$ cat config.mk
export PLATFORM = sky130hd
export DESIGN_NAME = fuzzy_sweep_sequencer
export DESIGN_NICKNAME = d
export VERILOG_FILES = /design/src/rtl/fuzzy_pkg.sv /design/src/rtl/fuzzy_result_fifo.sv /design/src/rtl/fuzzy_sweep_sequencer.sv
export SDC_FILE = /design/constraint.sdc
export NUM_CORES = 1
export LEC_CHECK = 0
export CORE_ASPECT_RATIO = 1.75
export CORE_MARGIN = 2
export CORE_UTILIZATION = 25
export DETAILED_ROUTE_END_ITERATION = 8
export PLACE_DENSITY = 0.44
export RECOVER_POWER = 25
export SETUP_SLACK_MARGIN = 0.1
export SKIP_CTS_REPAIR_TIMING = 1
export SLEW_MARGIN = 40
export SYNTH_ARGS = -nofsm -noshare
export SYNTH_HDL_FRONTEND = slang
export SYNTH_SLANG_ARGS = --single-unit
$ cat constraint.sdc
create_clock -name clk_0 -period 4.4 [get_ports clk_0]
set_clock_uncertainty 0.2 [all_clocks]
set_input_delay 0.44 -clock clk_0 [delete_from_list [all_inputs] [get_ports clk_0]]
set_output_delay 0.44 -clock clk_0 [all_outputs]
set_load 0.1 [all_outputs]
$ cat src/rtl/fuzzy_pkg.sv
`default_nettype none
// ============================================================================
// Module   : fuzzy_pkg
// Brief    : Shared widths, default sweep constants, FSM states and input clamp
// Revision : 1.0
// ============================================================================
package fuzzy_pkg;

    localparam int IN_W         = 8;
    localparam int RAW_W        = 9;
    localparam int IDX_W        = 9;
    localparam int DEF_STEP     = 16;
    localparam int DEF_GRID_MAX = 256;
    localparam int DEF_MIN_IN   = 1;
    localparam int DEF_MAX_IN   = 254;

    typedef enum logic [2:0] {
        ST_IDLE    = 3'd0,
        ST_APPLY   = 3'd1,
        ST_SETTLE  = 3'd2,
        ST_CAPTURE = 3'd3,
        ST_STALL   = 3'd4,
        ST_DONE    = 3'd5
    } sweep_state_t;

    // Compare at full raw width so 256 saturates instead of wrapping to 0
    function automatic logic [IN_W-1:0] clamp_in(
        input logic [RAW_W-1:0] raw,
        input logic [RAW_W-1:0] lo,
        input logic [RAW_W-1:0] hi
    );
        logic [RAW_W-1:0] v;
        if (raw < lo)
            v = lo;
        else if (raw > hi)
            v = hi;
        else
            v = raw;
        return IN_W'(v);
    endfunction

endpackage
`default_nettype wire

$ cat src/rtl/fuzzy_result_fifo.sv
`default_nettype none
// ============================================================================
// Module   : fuzzy_result_fifo
// Brief    : Registered result FIFO, no fall-through; head reads as 0 when empty
// Revision : 1.0
// ============================================================================
module fuzzy_result_fifo #(
    parameter int WIDTH = 17,
    parameter int DEPTH = 16
) (
    input  logic             clk,
    input  logic             rst,
    input  logic             i_push,
    input  logic [WIDTH-1:0] i_data,
    input  logic             i_pop,
    output logic [WIDTH-1:0] o_data,
    output logic             o_full,
    output logic             o_empty
);

    localparam int PTR_W = (DEPTH > 1) ? $clog2(DEPTH) : 1;
    localparam logic [PTR_W:0] c_depth = (PTR_W + 1)'(DEPTH);

    logic [WIDTH-1:0] r_mem [DEPTH];
    logic [PTR_W-1:0] r_wr_ptr;
    logic [PTR_W-1:0] r_rd_ptr;
    logic [PTR_W:0]   r_count;
    logic             w_do_push;
    logic             w_do_pop;

    assign o_full    = (r_count == c_depth);
    assign o_empty   = (r_count == '0);
    assign w_do_pop  = i_pop && !o_empty;
    // A pop in the same cycle frees the slot, so a full FIFO still accepts
    assign w_do_push = i_push && (!o_full || w_do_pop);

    always_ff @(posedge clk or posedge rst) begin
        if (rst) begin
            r_wr_ptr <= '0;
            r_rd_ptr <= '0;
            r_count  <= '0;
        end else begin
            if (w_do_push)
                r_wr_ptr <= r_wr_ptr + 1'b1;
            if (w_do_pop)
                r_rd_ptr <= r_rd_ptr + 1'b1;
            case ({w_do_push, w_do_pop})
                2'b10:   r_count <= r_count + 1'b1;
                2'b01:   r_count <= r_count - 1'b1;
                default: r_count <= r_count;
            endcase
        end
    end

    always_ff @(posedge clk) begin
        if (w_do_push)
            r_mem[r_wr_ptr] <= i_data;
    end

    assign o_data = o_empty ? '0 : r_mem[r_rd_ptr];

endmodule
`default_nettype wire

$ cat src/rtl/fuzzy_sweep_sequencer.sv
`default_nettype none
// ============================================================================
// Module   : fuzzy_sweep_sequencer
// Brief    : Grid sweep of Fuzzy_1 inputs with settle window and result capture
// Revision : 1.0
// ============================================================================
module fuzzy_sweep_sequencer
    import fuzzy_pkg::*;
#(
    parameter int STEP       = DEF_STEP,
    parameter int GRID_MAX   = DEF_GRID_MAX,
    parameter int MIN_IN     = DEF_MIN_IN,
    parameter int MAX_IN     = DEF_MAX_IN,
    parameter int SETTLE_CYC = 33,
    parameter int FIFO_DEPTH = 16
) (
    input  logic             clk_0,
    input  logic             Srst,
    input  logic             start,
    input  logic             abort,
    output logic [IN_W-1:0]  Entrada_01,
    output logic [IN_W-1:0]  Entrada_02,
    output logic             EN_REGRAS,
    input  logic [IN_W-1:0]  saida_defuzzy,
    output logic             busy,
    output logic             done,
    output logic             res_valid,
    input  logic             res_ready,
    output logic [IN_W-1:0]  res_data,
    output logic [IDX_W-1:0] res_idx
);

    localparam int SET_W = (SETTLE_CYC > 1) ? $clog2(SETTLE_CYC) : 1;
    localparam logic [SET_W-1:0] c_settle_load = SET_W'(SETTLE_CYC - 1);
    localparam logic [RAW_W:0]   c_step        = (RAW_W + 1)'(STEP);
    localparam logic [RAW_W:0]   c_grid        = (RAW_W + 1)'(GRID_MAX);
    localparam logic [RAW_W-1:0] c_min         = RAW_W'(MIN_IN);
    localparam logic [RAW_W-1:0] c_max         = RAW_W'(MAX_IN);
    localparam logic [IN_W-1:0]  c_min_in      = IN_W'(MIN_IN);

    sweep_state_t          r_state;
    sweep_state_t          w_state_next;
    logic [RAW_W-1:0]      r_raw_i;
    logic [RAW_W-1:0]      r_raw_j;
    logic [IDX_W-1:0]      r_idx;
    logic [SET_W-1:0]      r_settle;
    logic [IN_W-1:0]       r_in1;
    logic [IN_W-1:0]       r_in2;
    logic [RAW_W:0]        w_i_sum;
    logic [RAW_W:0]        w_j_sum;
    logic                  w_i_wrap;
    logic                  w_j_wrap;
    logic                  w_last;
    logic                  w_push;
    logic                  w_pop;
    logic                  w_can_push;
    logic                  w_full;
    logic                  w_empty;
    logic [IDX_W+IN_W-1:0] w_head;

    // One extra bit keeps raw+STEP from wrapping before the range test
    assign w_i_sum  = {1'b0, r_raw_i} + c_step;
    assign w_j_sum  = {1'b0, r_raw_j} + c_step;
    assign w_i_wrap = (w_i_sum > c_grid);
    assign w_j_wrap = (w_j_sum > c_grid);
    assign w_last   = w_i_wrap && w_j_wrap;

    assign res_valid  = !w_empty;
    assign w_pop      = res_valid && res_ready;
    assign w_can_push = !w_full || w_pop;

    always_ff @(posedge clk_0 or posedge Srst) begin
        if (Srst)
            r_state <= ST_IDLE;
        else
            r_state <= w_state_next;
    end

    always_comb begin
        w_state_next = r_state;
        w_push       = 1'b0;
        case (r_state)
            ST_IDLE: begin
                if (start)
                    w_state_next = ST_APPLY;
            end
            ST_APPLY: begin
                w_state_next = abort ? ST_IDLE : ST_SETTLE;
            end
            ST_SETTLE: begin
                if (abort)
                    w_state_next = ST_IDLE;
                else if (r_settle == '0)
                    w_state_next = ST_CAPTURE;
            end
            ST_CAPTURE, ST_STALL: begin
                if (abort) begin
                    w_state_next = ST_IDLE;
                end else if (w_can_push) begin
                    w_push       = 1'b1;
                    w_state_next = w_last ? ST_DONE : ST_APPLY;
                end else begin
                    w_state_next = ST_STALL;
                end
            end
            ST_DONE: begin
                w_state_next = ST_IDLE;
            end
            default: begin
                w_state_next = ST_IDLE;
            end
        endcase
    end

    always_ff @(posedge clk_0 or posedge Srst) begin
        if (Srst) begin
            r_raw_i  <= '0;
            r_raw_j  <= '0;
            r_idx    <= '0;
            r_settle <= '0;
            r_in1    <= c_min_in;
            r_in2    <= c_min_in;
        end else begin
            if (r_state == ST_IDLE && start) begin
                r_raw_i <= '0;
                r_raw_j <= '0;
                r_idx   <= '0;
            end
            if (r_state == ST_APPLY) begin
                r_in1    <= clamp_in(r_raw_i, c_min, c_max);
                r_in2    <= clamp_in(r_raw_j, c_min, c_max);
                r_settle <= c_settle_load;
            end else if (r_state == ST_SETTLE && r_settle != '0) begin
                r_settle <= r_settle - 1'b1;
            end
            if (w_push) begin
                if (w_j_wrap) begin
                    r_raw_j <= '0;
                    r_raw_i <= w_i_sum[RAW_W-1:0];
                end else begin
                    r_raw_j <= w_j_sum[RAW_W-1:0];
                end
                r_idx <= r_idx + 1'b1;
            end
        end
    end

    fuzzy_result_fifo #(
        .WIDTH (IDX_W + IN_W),
        .DEPTH (FIFO_DEPTH)
    ) u_result_fifo (
        .clk     (clk_0),
        .rst     (Srst),
        .i_push  (w_push),
        .i_data  ({r_idx, saida_defuzzy}),
        .i_pop   (w_pop),
        .o_data  (w_head),
        .o_full  (w_full),
        .o_empty (w_empty)
    );

    assign Entrada_01 = r_in1;
    assign Entrada_02 = r_in2;
    assign busy       = (r_state != ST_IDLE);
    assign EN_REGRAS  = busy;
    assign done       = (r_state == ST_DONE);
    assign res_idx    = w_head[IDX_W+IN_W-1:IN_W];
    assign res_data   = w_head[IN_W-1:0];

endmodule
`default_nettype wire

==> impl_metrics.ini, run 1 <==
[logic_synthesis]
syn_nets = 771
yosysMostFrequentCell = edfxtp_1
syn_area_um2 = 13500
synthFlopType = edfxtp_1
synthMuxAreaShare = 0.145
yosysSeqAreaShare = 0.716
synth_cell_type_count = 56
syn_area_per_cell_um2 = 18.1
synth_top_family_by_area = multiplexers
yosys.area_share.simple = 0.0607
synth_area_leaders = edfxtp_1, mux4_2, dfrtp_1
synth-async-reset-ratio = 0.178
synth_compound_area_frac = 0.0313
yosys.area_share.adder = 0.0149
synth_edf_count = 272
synth_top_area_cell = edfxtp_1
ys_seq_elements = 331
synth_top_area_frac = 0.607
synthCells = 742
synthXorXnorAreaFrac = 0.0130
ys_warn_count = 0
synthTopCellsByCount = edfxtp_1, mux4_2, dfrtp_1

[global_route]
globalRouteMet2Util = 0.216
grt_max_degree = 44
antenna_found_initial = 0
top_usage_layer = met2
grt_pass1_vias = 7396
grtUsageMet1 = 0.124
grt_pass1_wl_mm = 47.0
groute.usage.overall = 0.112
grt_use_met3 = 0.0142
gr-total-overflow = 0

[clock_network]
htreeDepth = 2
cts_max_path_buffers = 3
cts_tree = done
clk_pin_slew_ns = 0.06
cts_sinks = 331
cts_made_buffers = 34
clk_latency_ns = 0.52
root_buffer = clkbuf_16

[route]
wl_per_cell_um = 20.4
dr.pass1.iters = 4
num_vias = 6742
finalWirelength_mm = 31.3
drc_errors = 0
first_iter_violations = 397
viasPerCell = 4.40
ant_nets = 0

[layout]
fillers = 5275
fin_util = 0.299
layout-drive-gt1-share = 0.283
area_growth_pct = 18.2
antenna_cells = 0
fin_nets = 850
finalInstanceArea_um2 = 15900
multi_input_comb_area_um2 = 3640
regArea_um2 = 9650

[timing]
rsz0062_at_grt = false
min_period_ns = 3.86
max_slew_margin = -0.172
final.period_utilization = 0.878
fin_tns_setup_ns = 0
holdWs_ns = 0.258
hold_viol = 0
max_freq_mhz = 259
finalSetupViolations = 0
maxSlewViolCount = 38
worst_pin_slew_ns = 1.75

[setup_path]
crit_fanout = 28
crit_type = flop to output port
slowest_delay_ns = 0.81
critPathRequiredTime_ns = 3.76
slowest_stage = dfrtp_4
cp.arrival_ns = 3.22
end_kind = output port
crit_chain = buf_4, mux4_2, mux4_2, nor2b_1, buf_4
cp-start-kind = flop

[placement]
detailed_place_hpwl_mm = 19.2
place_congestion = 0.724
place_area_um2 = 14900
port_buffers = 49

[die]
start_util = 0.253
design.portCount = 50
die-area_um2 = 55800
rows = 112
die_w_um = 179
fp.dieH_um = 311
core_region_area_um2 = 53300

[pwr]
ir_drop_v = 0.000454
p_per_area_nw_per_um2 = 639
p_leak_nw = 5.39

[outcome]
failed_checks = capacitance limit, slew limit
status = finished with violations

[job]
drv_cap = 1

[min_path]
hp-class = flop to flop
[final timing paths]
path / end / slack [ns] / startpoint / cells after the start
max: res_idx[3] / 0.54 / u_result_fifo.r_rd_ptr[0] / 5
min: Entrada_02[0] / 0.26 / Entrada_02[0] / 2
max reg2reg: u_result_fifo.r_count[4] / 0.93 / r_state[1] / 11
min reg2reg: Entrada_02[0] / 0.26 / Entrada_02[0] / 2
max in group asynchronous: Entrada_02[0] / 2.33 / Srst / 3
min in group asynchronous: r_state[1] / 0.60 / Srst / 2
[where the power goes]
part	switching (mW)	total, mW	internal [mW]
Sequential	0.275	3.81	3.54
Combinational	2.37	3.61	1.24
Clock	1.21	2.74	1.53
[layer usage]
metal	up-vias	wire (µm)
met4	0	970
met1	3511	12100
met5	-	0
li1	3072	-
met3	47	901
met2	112	17400
[area by class of cell]
| type | count | area share |
|---|---|---|
| inverter | 17 | 0.00409 |
| sequential | 331 | 0.607 |
| clock buffer | 42 | 0.0567 |
| timing repair buffer | 85 | 0.0404 |
| clock inverter | 20 | 0.00967 |
| multi-input combinational | 352 | 0.229 |
| tap | 684 | 0.0538 |
[cells by family (layout without fill, tap and decap cells)]
kind of cell | after synthesis | after routing
AOI/OAI and AO/OA | 66 | 66
xor gates and xnor gates | 20 | 20
DFF | 331 | 331
muxes | 88 | 88
adders and majority gates | 16 | 16
and+or+nand+nor | 162 | 162
buffers and inverters | 59 | 164
[layout by cell type, fill, tap and decap left out, types with 8 or more instances in the layout]
cell type | netlist | routed
a21oi_1 | 9 | 9
buf_4 | 4 | 51
edfxtp_1 | 272 | 272
buf_2 | 10 | 20
ha_1 | 16 | 16
nor2_1 | 29 | 25
dlygate4sd3_1 | 0 | 9
nand3_1 | 18 | 18
mux4_2 | 85 | 85
xor2_1 | 8 | 8
clkbuf_16 | 0 | 35
inv_1 | 16 | 15
xnor2_1 | 12 | 12
dfrtp_1 | 57 | 55
nand2_1 | 45 | 45
nor2b_1 | 20 | 19
nor3_2 | 0 | 8
o21ai_0 | 34 | 34
[critical path: cells and delay by family, from the launching register on]
kind / cells / cell delay, ns
DFF: 1 / 0.81
muxes: 2 / 1.05
buffers and inverters: 2 / 0.65
and+or+nand+nor: 1 / 0.15
[stage by stage]
step | instances | setup WS (ns) | power [mW]
6_report | 1531 | 0.537 | 10.2
3_5_place_dp | 1469 | 0.818 | 7.60
4_1_cts | 1531 | 0.399 | 10.4
3_3_place_gp | 1469 | 0.816 | 7.62
2_1_floorplan | 742 | 0.526 | 6.68
5_1_grt | 1531 | 0.339 | 10.6
[sequential cells by signal, indices dropped and copies added, names as in the netlist]
name                    count
Entrada_01                  8
Entrada_02                  6
r_idx                       9
r_raw_i                     9
r_raw_j                     5
r_settle                    6
r_state                     3
u_result_fifo.r_count       5
u_result_fifo.r_mem       272
u_result_fifo.r_rd_ptr      4
u_result_fifo.r_wr_ptr      4
(Power assumes the default switching activity.)
==> inputs of run 2 (changes only) <==
--- a/config.mk
+++ b/config.mk
@@ -5,7 +5,7 @@
 export SDC_FILE = /design/constraint.sdc
 export NUM_CORES = 1
 export LEC_CHECK = 0
-export CORE_ASPECT_RATIO = 1.75
+export CORE_ASPECT_RATIO = 2
 export CORE_MARGIN = 2
 export CORE_UTILIZATION = 25
 export DETAILED_ROUTE_END_ITERATION = 8
==> impl_metrics.ini, run 2 (synthesis results as in run 1) <==
[layout]
fin_nets = 844
antenna_cells = 0
largest_register_ff_count = 272
largest_registers = u_result_fifo.r_mem x272, r_idx x9, r_raw_i x9
multi_input_comb_area_um2 = 3640
final_cell_mix = edfxtp_1, mux4_2, dfrtp_1
area_growth_pct = 17.5
fillers = 5297
regArea_um2 = 9650
largest-register = u_result_fifo.r_mem
final_cells = 1510
layout-drive-gt1-share = 0.278
final_common_cell = edfxtp_1

[timing]
hold_viol = 0
finalSetupViolations = 0
maxSlewViolCount = 50
holdWs_ns = 0.253
worst_pin_slew_ns = 2.29
max_slew_margin = -0.536
rsz0062_at_grt = false
fin_tns_setup_ns = 0
final.setup.worst_slack_ns = 0.618
max_freq_mhz = 264
final.period_utilization = 0.860
min_period_ns = 3.78

[placement]
place_congestion = 0.700
port_buffers = 49
detailed_place_hpwl_mm = 20.0
post-place-ws_ns = 0.743
place_inst = 1454

[setup_path]
endpoint = res_idx[2]
cp.arrival_ns = 3.14
critical_path.startpoint = u_result_fifo.r_rd_ptr[0]
cp-start-kind = flop
r2r_setup_slack_ns = 0.89
rr_worst_depth = 11
r2r_end = u_result_fifo.r_count[4]
r2r_start = r_state[1]
crit_fanout = 25
crit_type = flop to output port
critPathRequiredTime_ns = 3.76
end_kind = output port

[clock_network]
cts_made_buffers = 30
cts_tree = done
root_buffer = clkbuf_16
cts_max_path_buffers = 3
clk_pin_slew_ns = 0.07
htreeDepth = 1
clk_latency_ns = 0.58
cts_sinks = 331

[route]
wl_met1_mm = 11.8
drc_errors = 0
highest_layer = met4
num_vias = 6778
finalWirelength_mm = 32.0
first_iter_violations = 315
wl_per_cell_um = 21.2
met3WireLength_mm = 1.07
wl_met2_mm = 18.2
ant_nets = 0
dr.pass1.iters = 6
viasPerCell = 4.49

[die]
die_w_um = 168
rows = 120
core_region_area_um2 = 53500
fp.dieH_um = 332
die-area_um2 = 55800
design.portCount = 50
start_util = 0.252

[job]
drv_cap = 1

[min_path]
hp-class = flop to flop
min-delay-start = Entrada_02[0]

[pwr]
p_leak_nw = 5.34
p_per_area_nw_per_um2 = 637
ir_drop_v = 0.000689

[global_route]
grt_max_degree = 50
grt_pass1_vias = 7366
groute.usage.overall = 0.117
antenna_found_initial = 1
gr-total-overflow = 0
grt_pass1_wl_mm = 48.0

[outcome]
status = finished with violations
failed_checks = capacitance limit, slew limit
-- run 2: worst min-delay path by stage --
stage,endpoint,cells after the start
4_1_cts,Entrada_01[4],2
6_report,Entrada_02[0],2
3_5_place_dp,Entrada_02[0],2
5_1_grt,Entrada_02[0],2
3_3_place_gp,Entrada_02[0],2
2_1_floorplan,r_settle[5],1
-- run 2: per-stage QoR --
step	area [µm²]	power, mW	util
after CTS	15800	10.3	0.296
final	15800	10.1	0.296
after floorplan	13500	6.68	-
after detailed placement	14800	7.63	0.278
after global routing	15800	10.6	0.296
after global placement	14900	7.65	0.279
-- run 2: critical path, cell delays in order (launching register included) --
cell	delay [ns]
dfrtp_4	0.76
buf_12	0.31
mux4_2	0.54
mux4_2	0.53
nor2b_1	0.15
buf_4	0.24
-- run 2: where the power goes --
part	internal, mW	switching (mW)
sequential	3.54	0.344
combinational	1.25	2.30
clock	1.49	1.17
-- run 2: layout make-up --
type	instances	area share
clock buffer	39	0.0516
timing repair buffer	83	0.0405
tap	671	0.0531
clock inverter	17	0.0108
inverter	17	0.00411
sequential	331	0.610
multi-input combinational	352	0.230
-- run 2: per-layer routing --
layer  track usage  vias up
met2         0.229      118
met1         0.126     3547
li1              -     3067
met5             0        -
met4        0.0437        0
met3        0.0137       46
==> inputs of run 3 (changes only) <==
--- a/config.mk
+++ b/config.mk
@@ -6,7 +6,6 @@
 export NUM_CORES = 1
 export LEC_CHECK = 0
 export CORE_ASPECT_RATIO = 2
-export CORE_MARGIN = 2
 export CORE_UTILIZATION = 25
 export DETAILED_ROUTE_END_ITERATION = 8
 export PLACE_DENSITY = 0.44
@@ -16,4 +15,5 @@
 export SLEW_MARGIN = 40
 export SYNTH_ARGS = -nofsm -noshare
 export SYNTH_HDL_FRONTEND = slang
+export SYNTH_HIERARCHICAL = 1
 export SYNTH_SLANG_ARGS = --single-unit
==> impl_metrics.ini, run 3 <==
[logic_synthesis]
synthMuxAreaShare = 0.153
synthXorXnorAreaFrac = 0.00885
synth_compound_area_frac = 0.0435
synth_top_area_frac = 0.590
synthFlopType = edfxtp_1
yosys.area_share.simple = 0.0557
synthTopCellsByCount = edfxtp_1, dfrtp_1, mux4_2
ys_warn_count = 6
yosysSeqAreaShare = 0.696
synth_edf_count = 272
synth_top_area_cell = edfxtp_1
yosysMostFrequentCell = edfxtp_1
synth_top_family_by_area = multiplexers
yosys.area_share.adder = 0.0150
syn_nets = 814
synth-async-reset-ratio = 0.178
synthCells = 785
ys_seq_elements = 331
syn_area_um2 = 13900
synth_cell_type_count = 66
synth_area_leaders = edfxtp_1, dfrtp_1, mux4_2
syn_area_per_cell_um2 = 17.6

[timing]
final.period_utilization = 0.808
max_slew_margin = -0.519
finalSetupViolations = 0
fin_tns_setup_ns = 0
final.setup.worst_slack_ns = 0.843
min_period_ns = 3.56
worst_pin_slew_ns = 2.27
hold_viol = 0
maxSlewViolCount = 47
rsz0062_at_grt = false
max_freq_mhz = 281

[layout]
largest-register = u_result_fifo/r_mem
final_common_cell = edfxtp_1
largest_register_ff_count = 272
area_growth_pct = 17.7
antenna_cells = 0
fillers = 5388
largest_registers = u_result_fifo/r_mem x272, r_idx x9, r_raw_i x9
fin_nets = 886
fin_util = 0.298
layout-drive-gt1-share = 0.259
final_cell_mix = edfxtp_1, dfrtp_1, mux4_2

[job]
drv_cap = 1

[setup_path]
cp.arrival_ns = 3.85
critPathRequiredTime_ns = 4.70
cp_common_cell = nand2b_1
end_kind = flop
crit_chain = nor4_2, nand2b_1, inv_1, nand2b_1, a22o_4, clkinv_2, inv_2, nand3_1, fa_1, nand2b_1, a2111o_1, o31a_1, o211ai_1
cp-start-kind = flop
path_delay_family = simple AND/OR/NAND/NOR gates
crit_buf_inv = 3
slowest_delay_ns = 0.56
slowest_stage = nor4_2
crit_fanout = 15
crit_type = flop to flop

[die]
die-area_um2 = 56400
rows = 121
start_util = 0.253
core_region_area_um2 = 54700
die_w_um = 168
fp.dieH_um = 335
design.portCount = 50

[clock_network]
cts_max_path_buffers = 3
clk_pin_slew_ns = 0.07
clk_latency_ns = 0.59
cts_tree = done
cts_sinks = 331
cts_made_buffers = 30
root_buffer = clkbuf_16
htreeDepth = 1

[pwr]
p_leak_nw = 5.60
ir_drop_v = 0.000569
p_per_area_nw_per_um2 = 675

[global_route]
groute.usage.overall = 0.122
globalRouteMet2Util = 0.247
top_usage_layer = met2
grt_use_met3 = 0.0149
grt_max_degree = 47
grtUsageMet1 = 0.127
antenna_found_initial = 2
grt_pass1_vias = 7820
grt_pass1_wl_mm = 50.5
gr-total-overflow = 0

[route]
first_iter_violations = 466
drc_errors = 0
ant_nets = 0
viasPerCell = 4.39
num_vias = 7111
wl_per_cell_um = 20.6
finalWirelength_mm = 33.3
dr.pass1.iters = 4

[outcome]
status = finished with violations
failed_checks = capacitance limit, slew limit

[min_path]
hp-class = input port to asynchronous set/reset pin

[placement]
post-place-ws_ns = 0.754
port_buffers = 49
detailed_place_hpwl_mm = 22.0
place_congestion = 0.703
## run 3: where the power goes
group          switching, mW  total (mW)  internal, mW
combinational           3.00        4.33          1.33
sequential             0.245        3.82          3.57
clock                   1.19        2.86          1.67
## run 3: logic make-up after synthesis
family,count (synthesis)
flip-flops,331
AND/OR/NAND/NOR,141
multiplexers,119
AO/OA/AOI/OAI,93
buffers and inverters,71
adder cells (fa/ha/maj),16
XOR/XNOR,14
## run 3: per-stage QoR
stage / hold slack, ns / cell area (µm²) / total power [mW] / instances
2_1_floorplan: 0.117 / 13900 / 7.23 / 785
3_3_place_gp: 0.255 / 15300 / 8.37 / 1563
3_5_place_dp: 0.267 / 15200 / 8.32 / 1563
4_1_cts: 0.125 / 16300 / 11.2 / 1619
5_1_grt: 0.253 / 16300 / 11.5 / 1619
6_report: 0.199 / 16300 / 11.0 / 1619
## run 3: final timing paths
path                                          startpoint                   endpoint  slack, ns  cells past startpoint
max in group asynchronous                           Srst                 r_raw_i[3]       2.23                      2
worst max register to register  u_result_fifo/r_count[0]   u_result_fifo/r_count[4]       0.84                     13
worst min register to register             Entrada_02[0]              Entrada_02[0]       0.29                      2
worst max-delay path            u_result_fifo/r_count[0]   u_result_fifo/r_count[4]       0.84                     13
min in group clk_0                         Entrada_02[0]              Entrada_02[0]       0.29                      2
worst min-delay path                                Srst  u_result_fifo/r_rd_ptr[3]       0.20                      2
## run 3: cell type report
| cell class | instances | area [µm²] | area share |
|---|---|---|---|
| tap | 738 | 923 | 0.0566 |
| multi-input combinational | 383 | 3880 | 0.238 |
| clock inverter | 12 | 194 | 0.0119 |
| timing repair buffer | 84 | 651 | 0.0399 |
| sequential | 331 | 9650 | 0.592 |
| inverter | 27 | 104 | 0.00637 |
| clock buffer | 44 | 901 | 0.0552 |
## run 3: per-layer routing
layer	vias to the layer above	share of wire
met1	3710	0.37
li1	3249	-
met4	0	0.020
met3	36	0.029
met5	-	0
met2	116	0.58
